===== config.mk =====
export PLATFORM = sky130hd
export DESIGN_NAME = stage3_fetch_unit
export DESIGN_NICKNAME = d
export VERILOG_FILES = /design/src/rtl/rv32i_types_pkg.sv /design/src/rtl/stage3_redirect_tracker.sv /design/src/rtl/stage3_fetch_unit.sv
export SDC_FILE = /design/constraint.sdc
export NUM_CORES = 1
export LEC_CHECK = 0
export ABC_AREA = 1
export BUFFER_PORTS_ARGS = -buffer_cell sky130_fd_sc_hd__buf_2
export CORE_MARGIN = 5
export CORE_UTILIZATION = 51
export CTS_BUF_LIST = sky130_fd_sc_hd__clkbuf_4
export DETAILED_ROUTE_END_ITERATION = 12
export HOLD_SLACK_MARGIN = 0.06
export PLACE_DENSITY_LB_ADDON = 0.15
export SYNTH_ARGS = -nofsm -noshare
export SYNTH_HDL_FRONTEND = slang
export SYNTH_SLANG_ARGS = --single-unit

===== constraint.sdc =====
create_clock -name CLK -period 1.65 [get_ports CLK]
set_input_delay 0.2475 -clock CLK [delete_from_list [all_inputs] [get_ports CLK]]
set_output_delay 0.2475 -clock CLK [all_outputs]
set_load 0.1 [all_outputs]

===== src/rtl/rv32i_types_pkg.sv =====
// Shared RV32I types for the 3-stage pipeline.
// Holds the IF/EX bundle and the fetch redirect states.
package rv32i_types_pkg;

  typedef logic [31:0] word_t;

  localparam word_t RV_NOP_INSN = 32'h0000_0013;

  typedef struct packed {
    logic  valid;
    word_t instr;
    word_t pc;
    word_t pc4;
    logic  mal;
    logic  fault;
  } fetch_latch_t;

  typedef enum logic {
    RD_RUN,
    RD_DISCARD
  } redirect_state_t;

endpackage


===== src/rtl/stage3_redirect_tracker.sv =====
// Tracks a redirect that lands while an instruction read is in flight.
// While discarding, the late read data is dropped and no new read issues.
module stage3_redirect_tracker
  import rv32i_types_pkg::*;
(
  input  logic CLK,
  input  logic RST,
  input  logic redirect,
  input  logic rd_busy,
  input  logic imem_busy,
  output logic discard
);

  redirect_state_t state;

  always_ff @(posedge CLK) begin
    if (RST) begin
      state   <= RD_RUN;
      discard <= 1'b0;
    end else begin
      unique case (state)
        RD_RUN: begin
          if (redirect && rd_busy) begin
            state   <= RD_DISCARD;
            discard <= 1'b1;
          end
        end
        RD_DISCARD: begin
          if (!imem_busy) begin
            state   <= RD_RUN;
            discard <= 1'b0;
          end
        end
        default: begin
          state   <= RD_RUN;
          discard <= 1'b0;
        end
      endcase
    end
  end

endmodule


===== src/rtl/stage3_fetch_unit.sv =====
// Fetch stage: owns the PC, issues instruction reads
// and drives the IF/EX latch under hazard control.
module stage3_fetch_unit
  import rv32i_types_pkg::*;
#(
  parameter word_t RESET_PC = 32'h0000_0200,
  parameter word_t NOP_INSN = RV_NOP_INSN
) (
  input  logic        CLK,
  input  logic        RST,
  input  logic        pc_en,
  input  logic        npc_sel,
  input  logic [31:0] brj_addr,
  input  logic        insert_priv_pc,
  input  logic [31:0] priv_pc,
  input  logic        iren,
  input  logic        suppress_iren,
  input  logic        if_ex_stall,
  input  logic        if_ex_flush,
  input  logic        imem_busy,
  input  logic [31:0] imem_rdata,
  input  logic        imem_fault,
  output logic [31:0] imem_addr,
  output logic        imem_ren,
  output logic [31:0] pc_f,
  output logic        i_mem_busy,
  output logic        fe_valid,
  output logic [31:0] fe_instr,
  output logic [31:0] fe_pc,
  output logic [31:0] fe_pc4,
  output logic        fe_mal_insn,
  output logic        fe_fault_insn
);

  word_t        pc_q;
  word_t        pc4;
  word_t        npc;
  word_t        addr_q;
  logic         hold_q;
  logic         discard;
  logic         redirect;
  logic         req;
  logic         aligned;
  fetch_latch_t lat_q;
  fetch_latch_t lat_d;

  assign pc4      = pc_q + 32'd4;
  assign aligned  = (pc_q[1:0] == 2'b00);
  assign redirect = pc_en & (insert_priv_pc | npc_sel);
  assign req      = iren & ~suppress_iren & ~discard;

  assign imem_ren   = req & aligned;
  assign imem_addr  = hold_q ? addr_q : {pc_q[31:2], 2'b00};
  assign i_mem_busy = (imem_ren & imem_busy) | discard;
  assign pc_f       = pc_q;

  stage3_redirect_tracker u_tracker (
    .CLK      (CLK),
    .RST      (RST),
    .redirect (redirect),
    .rd_busy  (imem_ren & imem_busy),
    .imem_busy(imem_busy),
    .discard  (discard)
  );

  always_comb begin
    npc = pc4;
    unique case (1'b1)
      insert_priv_pc:             npc = priv_pc;
      (~insert_priv_pc & npc_sel): npc = brj_addr;
      default:                    npc = pc4;
    endcase
  end

  // Bubbles keep the old slot PC; only valid/instr/flags are cleared.
  always_comb begin
    lat_d = lat_q;
    unique case (1'b1)
      if_ex_flush: begin
        lat_d.valid = 1'b0;
        lat_d.instr = NOP_INSN;
        lat_d.mal   = 1'b0;
        lat_d.fault = 1'b0;
      end
      (~if_ex_flush & if_ex_stall): begin
        lat_d = lat_q;
      end
      (~if_ex_flush & ~if_ex_stall & imem_ren & ~imem_busy): begin
        lat_d.valid = 1'b1;
        lat_d.instr = imem_rdata;
        lat_d.pc    = pc_q;
        lat_d.pc4   = pc4;
        lat_d.mal   = 1'b0;
        lat_d.fault = imem_fault;
      end
      (~if_ex_flush & ~if_ex_stall & req & ~aligned): begin
        lat_d.valid = 1'b1;
        lat_d.instr = NOP_INSN;
        lat_d.pc    = pc_q;
        lat_d.pc4   = pc4;
        lat_d.mal   = 1'b1;
        lat_d.fault = 1'b0;
      end
      default: begin
        lat_d.valid = 1'b0;
        lat_d.instr = NOP_INSN;
        lat_d.mal   = 1'b0;
        lat_d.fault = 1'b0;
      end
    endcase
  end

  always_ff @(posedge CLK) begin
    if (RST) begin
      pc_q   <= RESET_PC;
      hold_q <= 1'b0;
      addr_q <= '0;
      lat_q  <= '{valid: 1'b0, instr: NOP_INSN, pc: '0,
                  pc4: '0, mal: 1'b0, fault: 1'b0};
    end else begin
      if (pc_en) pc_q <= npc;
      hold_q <= imem_busy & (imem_ren | hold_q);
      addr_q <= imem_addr;
      lat_q  <= lat_d;
    end
  end

  assign fe_valid      = lat_q.valid;
  assign fe_instr      = lat_q.instr;
  assign fe_pc         = lat_q.pc;
  assign fe_pc4        = lat_q.pc4;
  assign fe_mal_insn   = lat_q.mal;
  assign fe_fault_insn = lat_q.fault;

endmodule

==> results of run 1 <==
power breakdown:
part,leakage (nW),switching (W),internal (W)
Combinational,4.51,0.00229,0.00111
Clock,0.169,0.00158,0.00119
Sequential,1.35,0.000223,0.00412
logic make-up after synthesis:
group | after synthesis | share of synthesized area
AOI/OAI and AO/OA | 252 | 0.185
adders and majority gates | 1 | 0.00172
DFF | 164 | 0.450
xor gates and xnor gates | 15 | 0.0201
and+or+nand+nor | 469 | 0.266
buffers and inverters | 126 | 0.0774
worst paths after layout:
kind                  endpoint  cells past startpoint
setup / recovery    i_mem_busy                      7
hold / removal        pc_f[20]                      5
setup reg to reg    fe_pc4[20]                     12
hold reg to reg   fe_instr[12]                      2
synthesized netlist by cell type (3+ instances only):
library cell and count:
a21oi_1 111, a31oi_1 29, and2_1 3, buf_2 12
buf_4 10, buf_6 3, clkbuf_1 43, dfxtp_1 164
inv_1 54, nand2_1 314, nand2_2 6, nand3_1 31
nor2_1 95, nor2_2 5, nor2_4 8, o211ai_1 3
o21ai_0 89, o21bai_1 12, o22ai_1 3, xor2_1 12
layer usage:
metal	GRT usage	up-vias
met5	0	-
met4	0.183	0
met3	0.0853	349
met2	0.596	977
met1	0.380	4535
li1	-	4161
worst reg2reg max path: cells and delay by family, from the launching register on:
kind | cells | cell delay (ns)
DFF | 1 | 0.37
AOI/OAI and AO/OA | 1 | 0.14
buffers and inverters | 6 | 0.74
and+or+nand+nor | 5 | 0.50
per-stage QoR:
stage          hold WS (ns)   util  worst slack (ns)  cells  TNS [ns]
6_report             0.0716  0.926            -0.428   1641    -17.47
2_1_floorplan         0.375      -            -0.209   1027    -12.10
5_1_grt              0.0861  0.926            -0.472   1641    -23.59
3_5_place_dp          0.452  0.690            0.0165   1455         0
4_1_cts              0.0639  0.830            -0.304   1604     -7.68
3_3_place_gp          0.447  0.690            0.0729   1455         0
cell type report:
| cell class | instances | share of cell area |
|---|---|---|
| clock inverter | 15 | 0.0144 |
| timing repair inverter | 6 | 0.00582 |
| timing repair buffer | 464 | 0.340 |
| inverter | 57 | 0.0202 |
| antenna | 1 | 0.000194 |
| clock buffer | 17 | 0.00989 |
| sequential | 164 | 0.260 |
| multi-input combinational | 737 | 0.332 |
| tap | 180 | 0.0175 |
what timing repair did:
action / 4_1_cts / 5_1_grt
hold buffers: 102 / 2
gates resized for setup: 156 / 261
pin swaps: 18 / 45
setup buffers: 12 / 22
hold endpoints to repair: 69 / 1
cloned: 3 / 15
endpoints found under the setup margin: 111 / 186
flip-flops by register name, indices dropped and copies added, names as in the netlist:
register and flops:
fe_fault_insn 1, hold_q 1, addr_q 32, u_tracker.discard 1
fe_valid 1, fe_pc4 30, u_tracker.state 1, fe_pc 32
fe_instr 32, pc_f 32, fe_mal_insn 1
==> impl_results.md, run 1 <==
- Status: complete, but fails checks
- Violated checks: setup timing
- Worst clock skew: 0.0199 ns
- Worst vdd ir: 476 uV
- Final Routed Wirelength: around 38 mm
- WL/cell: 23.0 um
- Post-layout minimum cycle time: around 2.1 ns
- Avg Vias per Cell: 6.11
- # setup viols final: about 140
- Final instance area: 12900 um2
- I/O pin count: approximately 270
- Register area share after synthesis: 0.450
- Fin. Hold Viols: 0
- Worst Setup SP: u_tracker.discard
- Antenna violations before repair: 1
- Critical Path End Type: output pin
- Initial Util: 0.523
- Power Density: 815 nW/um2
- Syn_nets: around 1100
- CTS max path bufs: 2
- Max-cap viol count: 0
- Crit path top cell by count: nor2_4
- Congestion Overflow GR: 0
- Critical-path cell list: nor2_4 -> nand2_2 -> nor2_4 -> inv_2 -> nor2_2 -> or2_4 -> buf_12
- Largest net degree at the start of global routing: slightly below 70
- Storage cell area: between 3000 and 4000 um2
- Leakage power: 6.03 nW
- Most frequent cells in the layout: nand2_1 (218), dfxtp_1 (130), buf_4 (117)
- Bufs and invs on worst path: 2
- CTS tree: built
- Die Wd: 130 um
- Synth top area cells: dfxtp_1 (45%), nand2_1 (16%), a21oi_1 (7.6%), o21ai_0 (6.1%), nor2_1 (4.9%)
- HP Start: priv_pc[20]
- Clk_lat worst skew: 0.62 ns
- Area Overhead vs Synth: 77.1%
- CP required: about 1.4 ns
- Post-DP HPWL: ~18 mm
- Synthesized instance count: ~1000
- First-pass GRT wire length: 45.0 mm
- Root Driver: clkbuf_4
- DIE HEIGHT: 130 um
- Top Layer Used: met4
- TritonCTS buffer count: 17
- Vias post-DR: between 10000 and 15000
- Slew margin rel.: 0.626
- Synthesized area: ~7300 um2
- Yosys reg bits: roughly 160
- Drt pass-1 iters: 7
- Arr. time, crit path: between 1.5 and 2 ns
- Prevailing post-synth register cell: dfxtp_1
- Post-synth EDFFs: 0
- Fraction of registers with async set/reset: 0
- Post-DP Area: between 9000 and 10000 um2
- Metal3 WL: approximately 4.8 mm
- Startpoint types: register
- Ys Warns: 0
- Worst slew pin tran: ~0.56 ns
- Fmax: just under 500 MHz
- DR WL met2: about 17 mm
- GP Congestion: just over 0.9
- Die area: ~17000 um2
- Hold Crit Class: in -> reg
- Crit path largest cell delay: roughly 0.37 ns
- FF-to-FF setup slack: -0.21 ns
- Yosys cell types: 34
- Crit Path Max Fanout: 2
- CTS sink cnt: 164
- Total power: around 0.011 W
- Worst path top cell family by delay: simple AND/OR/NAND/NOR gates
- Final WS setup: -0.428 ns
- Initial drt markers: ~1300
- Clock slew at reported path FFs: roughly 0.15 ns
- R2R Path Start: u_tracker.discard
- Max-slew violations: 0
- Final worst-path cycle share: 1.26
- DRT met1 WL: between 10 and 15 mm
- RSZ-0062 raised after global routing: yes
- Area taken by multi-input logic gates: approximately 4300 um2
- Ratio of cells with drive above 1 in the final layout: 0.415
- Commonest non-fill, non-tap cell in the layout: nand2_1
- Top cell type's share of synthesized area: 0.450
- DRC viols: 0
- Tot GR Track Use: 0.341
- Final nets: 1555
- CTS HTree Levels: 4
- Core region area: roughly 14000 um2
- FP Rows: 43
- DRT antenna net count: 0
- Fillers: 490
- Buffers added on ports: around 270
- Setup CP Type: reg -> out
- Vias in the first global route: slightly below 9000
- Mapped Avg Cell Area: roughly 7 um2
- Worst path slowest cell: dfxtp_2
- Cell accounting for the most synthesized area: dfxtp_1
No activity file was read; power rests on OpenSTA's default activity.
==> run 2, diff against run 1 <==
--- a/config.mk
+++ b/config.mk
@@ -7,12 +7,15 @@
 export LEC_CHECK = 0
 export ABC_AREA = 1
 export BUFFER_PORTS_ARGS = -buffer_cell sky130_fd_sc_hd__buf_2
+export CELL_PAD_IN_SITES_DETAIL_PLACEMENT = 1
+export CELL_PAD_IN_SITES_GLOBAL_PLACEMENT = 2
 export CORE_MARGIN = 5
-export CORE_UTILIZATION = 51
+export CORE_UTILIZATION = 26
 export CTS_BUF_LIST = sky130_fd_sc_hd__clkbuf_4
 export DETAILED_ROUTE_END_ITERATION = 12
 export HOLD_SLACK_MARGIN = 0.06
 export PLACE_DENSITY_LB_ADDON = 0.15
 export SYNTH_ARGS = -nofsm -noshare
 export SYNTH_HDL_FRONTEND = slang
+export SYNTH_HIERARCHICAL = 1
 export SYNTH_SLANG_ARGS = --single-unit
==> run 2 against run 1 <==
  * The run still ends with setup timing left
  * Synthesized cell count rose by 1.3%
  * Clock power fell by 8.3%
  * Die area increased by 86%
  * Sequential power fell by 0.9%
  * Clock skew up 0.018 ns
  * Critical path depth unchanged
  * Worst setup slack improved by 0.13 ns
  * Worst hold slack improved by 0.040 ns
  * First-iteration DRC count shrank 76%
  * Register-to-register slack gained 0.18 ns
  * Count of clock-buffer cells in the layout increased by 1
  * Utilization fell by 45 points
  * Critical path type unchanged
  * Critical endpoint unchanged
  * Largest power group unchanged
==> impl_results.md, run 2 <==
- Final Util: 0.479
- Combinational power share: 0.330
- RSZ-0062 raised after global routing: yes
- Worst vdd ir: 420 uV
- Post-DP HPWL: 22.9 mm
- CTS HTree Levels: 4
- Vias post-DR: ~8500
- DRC viols: 0
- Commonest non-fill, non-tap cell in the layout: nand2_1
- Final worst-path cycle share: 1.18
- Most frequent cell after synthesis: nand2_1
- Flop pwr share: 0.422
- Storage cell area: about 3400 um2
- Max-cap viol count: 0
- Clock slew at reported path FFs: between 0.15 and 0.2 ns
- Clk_lat worst skew: around 0.57 ns
- Buffers added on ports: 271
- CTS max path bufs: 2
- Status: complete, but fails checks
- Mapped Avg Cell Area: 6.94 um2
- Synthesized instance count: about 1000
- Worst slew pin tran: between 0.6 and 0.7 ns
- Finished Layout Cells: approximately 1900
- Cell accounting for the most synthesized area: dfxtp_1
- Core region area: 27600 um2
- Area Overhead vs Synth: 83.2%
- Internal: ~0.0062 W
- Final WS setup: -0.299 ns
- Initial Util: 0.261
- Fraction of registers with async set/reset: 0
- Worst path slowest cell: dfxtp_2
- Post-synth EDFFs: 0
- Post-layout minimum cycle time: 1.95 ns
- Crit path largest cell delay: ~0.36 ns
- Die area: 31200 um2
- Avg Vias per Cell: between 4 and 5
- Root Driver: clkbuf_4
- Area taken by multi-input logic gates: 4170 um2
- Initial drt markers: approximately 300
- Arr. time, crit path: between 1.5 and 2 ns
- Power Density: between 700 and 800 nW/um2
- Vias in the first global route: 8796
- # setup viols final: 38
- Yosys cell types: 30
- Ys Warns: 6
- Largest net degree at the start of global routing: a little under 60
- TritonCTS buffer count: 17
- Tot GR Track Use: 0.201
- WL/cell: roughly 18 um
- Final nets: ~1600
- Congestion Overflow GR: 0
- Yosys reg bits: about 160
- Clock power share: 0.248
- Antenna violations before repair: 2
- Top cell type's share of synthesized area: 0.455
- Critical-path cell list: inv_2 -> nand3b_1 -> nor2_4 -> buf_6 -> inv_6 -> o21ai_4 -> buf_12
- Worst slack, placed: -0.133 ns
- Synthesized area: 7220 um2
- Crit Path Max Fanout: 2
- Hold Crit Class: in -> reg
- Most frequent cells in the layout: nand2_1 (226), buf_4 (153), dfxtp_1 (130)
- Register area share after synthesis: 0.455
- DRT antenna net count: 0
- Startpoint types: register
- Drt pass-1 iters: 6
- Slew margin rel.: 0.566
- Leakage power: between 6 and 7 nW
- Synth top cells by count: nand2_1 (318), dfxtp_1 (164), nor2_1 (127), a21oi_1 (111), o21ai_0 (80)
- Setup CP Type: reg -> out
- Ratio of cells with drive above 1 in the final layout: 0.407
- Fmax: approximately 510 MHz
- Critical Path End Type: output pin
- Final Routed Wirelength: around 34 mm
- Fillers: 3318
- Net load switching power: ~0.0040 W
- Max-slew violations: 0
- Worst clock skew: 0.0375 ns
- FP Rows: between 60 and 70
- Synth top area cells: dfxtp_1 (45%), nand2_1 (17%), a21oi_1 (7.7%), nor2_1 (6.6%), o21ai_0 (5.5%)
- CP required: approximately 1.4 ns
- Fin. Hold Viols: 0
- Dpl cells: 1682
- Net Sw Frac: 0.393
- First-pass GRT wire length: 49.6 mm
- DIE HEIGHT: ~180 um
- FF-to-FF setup slack: -0.03 ns
- CTS tree: built
- WHS: about 0.11 ns
- CTS sink cnt: approximately 160
- Syn_nets: between 1000 and 1500
- Die Wd: 177 um
- Violated checks: setup timing
- Prevailing post-synth register cell: dfxtp_1
- I/O pin count: 272
- GP Congestion: 0.776
==> run 2: changes by cell type in the layout (fill, tap and decap cells not counted), moves of 5 or more <==
cell / change
nor2_1: +32
buf_12: +13
a21oi_2: -5
clkbuf_4: -19
buf_2: -8
o21bai_1: -11
dfxtp_4: +7
dfxtp_2: -7
nand2_1: +8
dlygate4sd3_1: -5
a21oi_1: +5
buf_4: +36
==> run 2: cell type report <==
type / instances / share of cell area
Inverter: 59 / 0.0191
Clock buffer: 18 / 0.0102
Multi-Input combinational cell: 751 / 0.315
Antenna cell: 2 / 0.000378
Sequential cell: 164 / 0.255
Tap cell: 378 / 0.0358
Clock inverter: 14 / 0.0114
Timing Repair Buffer: 477 / 0.353
==> run 2: power by group through the flow <==
stage / registers, W / logic [W] / clock network (W)
floorplan: 0.00515 / 0.00105 / 0
global placement: 0.00436 / 0.00278 / 0
detailed placement: 0.00437 / 0.00278 / 0
CTS: 0.00429 / 0.00317 / 0.00266
global route: 0.00433 / 0.00352 / 0.00279
finish: 0.00431 / 0.00337 / 0.00254
==> run 2: path summary, 6_finish.rpt <==
path | from | end | depth (start not counted)
max | u_tracker/discard | i_mem_busy | 7
min | priv_pc[25] | pc_f[25] | 5
max reg2reg | u_tracker/discard | fe_pc4[25] | 12
min reg2reg | fe_instr[22] | fe_instr[22] | 2
==> run 2: kinds of logic after synthesis <==
family / after synthesis / synth area share
AND/OR/NAND/NOR: 497 / 0.281
AO/OA/AOI/OAI: 238 / 0.172
flip-flops: 164 / 0.455
buffers and inverters: 125 / 0.0707
XOR/XNOR: 15 / 0.0203
adder cells (fa/ha/maj): 1 / 0.00173
==> run 2: worst max-delay path: cells and delay by family, from the launching register on <==
family | cells | cell delay, ns
compound gates | 1 | 0.13
buf+inv | 4 | 0.39
flops | 1 | 0.36
simple gates | 2 | 0.25
==> run 2: what timing repair did <==
action                                  CTS  global route
endpoints found under the hold margin    68             0
cloned                                    7             7
gates resized for setup                 187           213
endpoints found under the setup margin  145           159
hold buffers                             97             0
pin swaps                                10            36
buffers inserted                         13            28
==> run 2: metrics by stage <==
| stage | instance area (um2) | setup TNS (ns) | total power (W) |
|---|---|---|---|
| floorplan | 7390 | -16.57 | 0.00620 |
| global placement | 10000 | -0.103 | 0.00714 |
| detailed placement | 10000 | -0.151 | 0.00715 |
| CTS | 12100 | -14.58 | 0.0101 |
| global route | 13200 | -14.28 | 0.0106 |
| finish | 13200 | -7.74 | 0.0102 |
==> run 2: routing by layer <==
metal | vias up | part of all wire | routed length, um | track usage
li1 | 4219 | - | - | -
met1 | 4072 | 0.44 | 15000 | 0.260
met2 | 222 | 0.50 | 16900 | 0.353
met3 | 23 | 0.048 | 1640 | 0.0376
met4 | 0 | 0.011 | 369 | 0.0406
met5 | - | 0 | 0 | 0
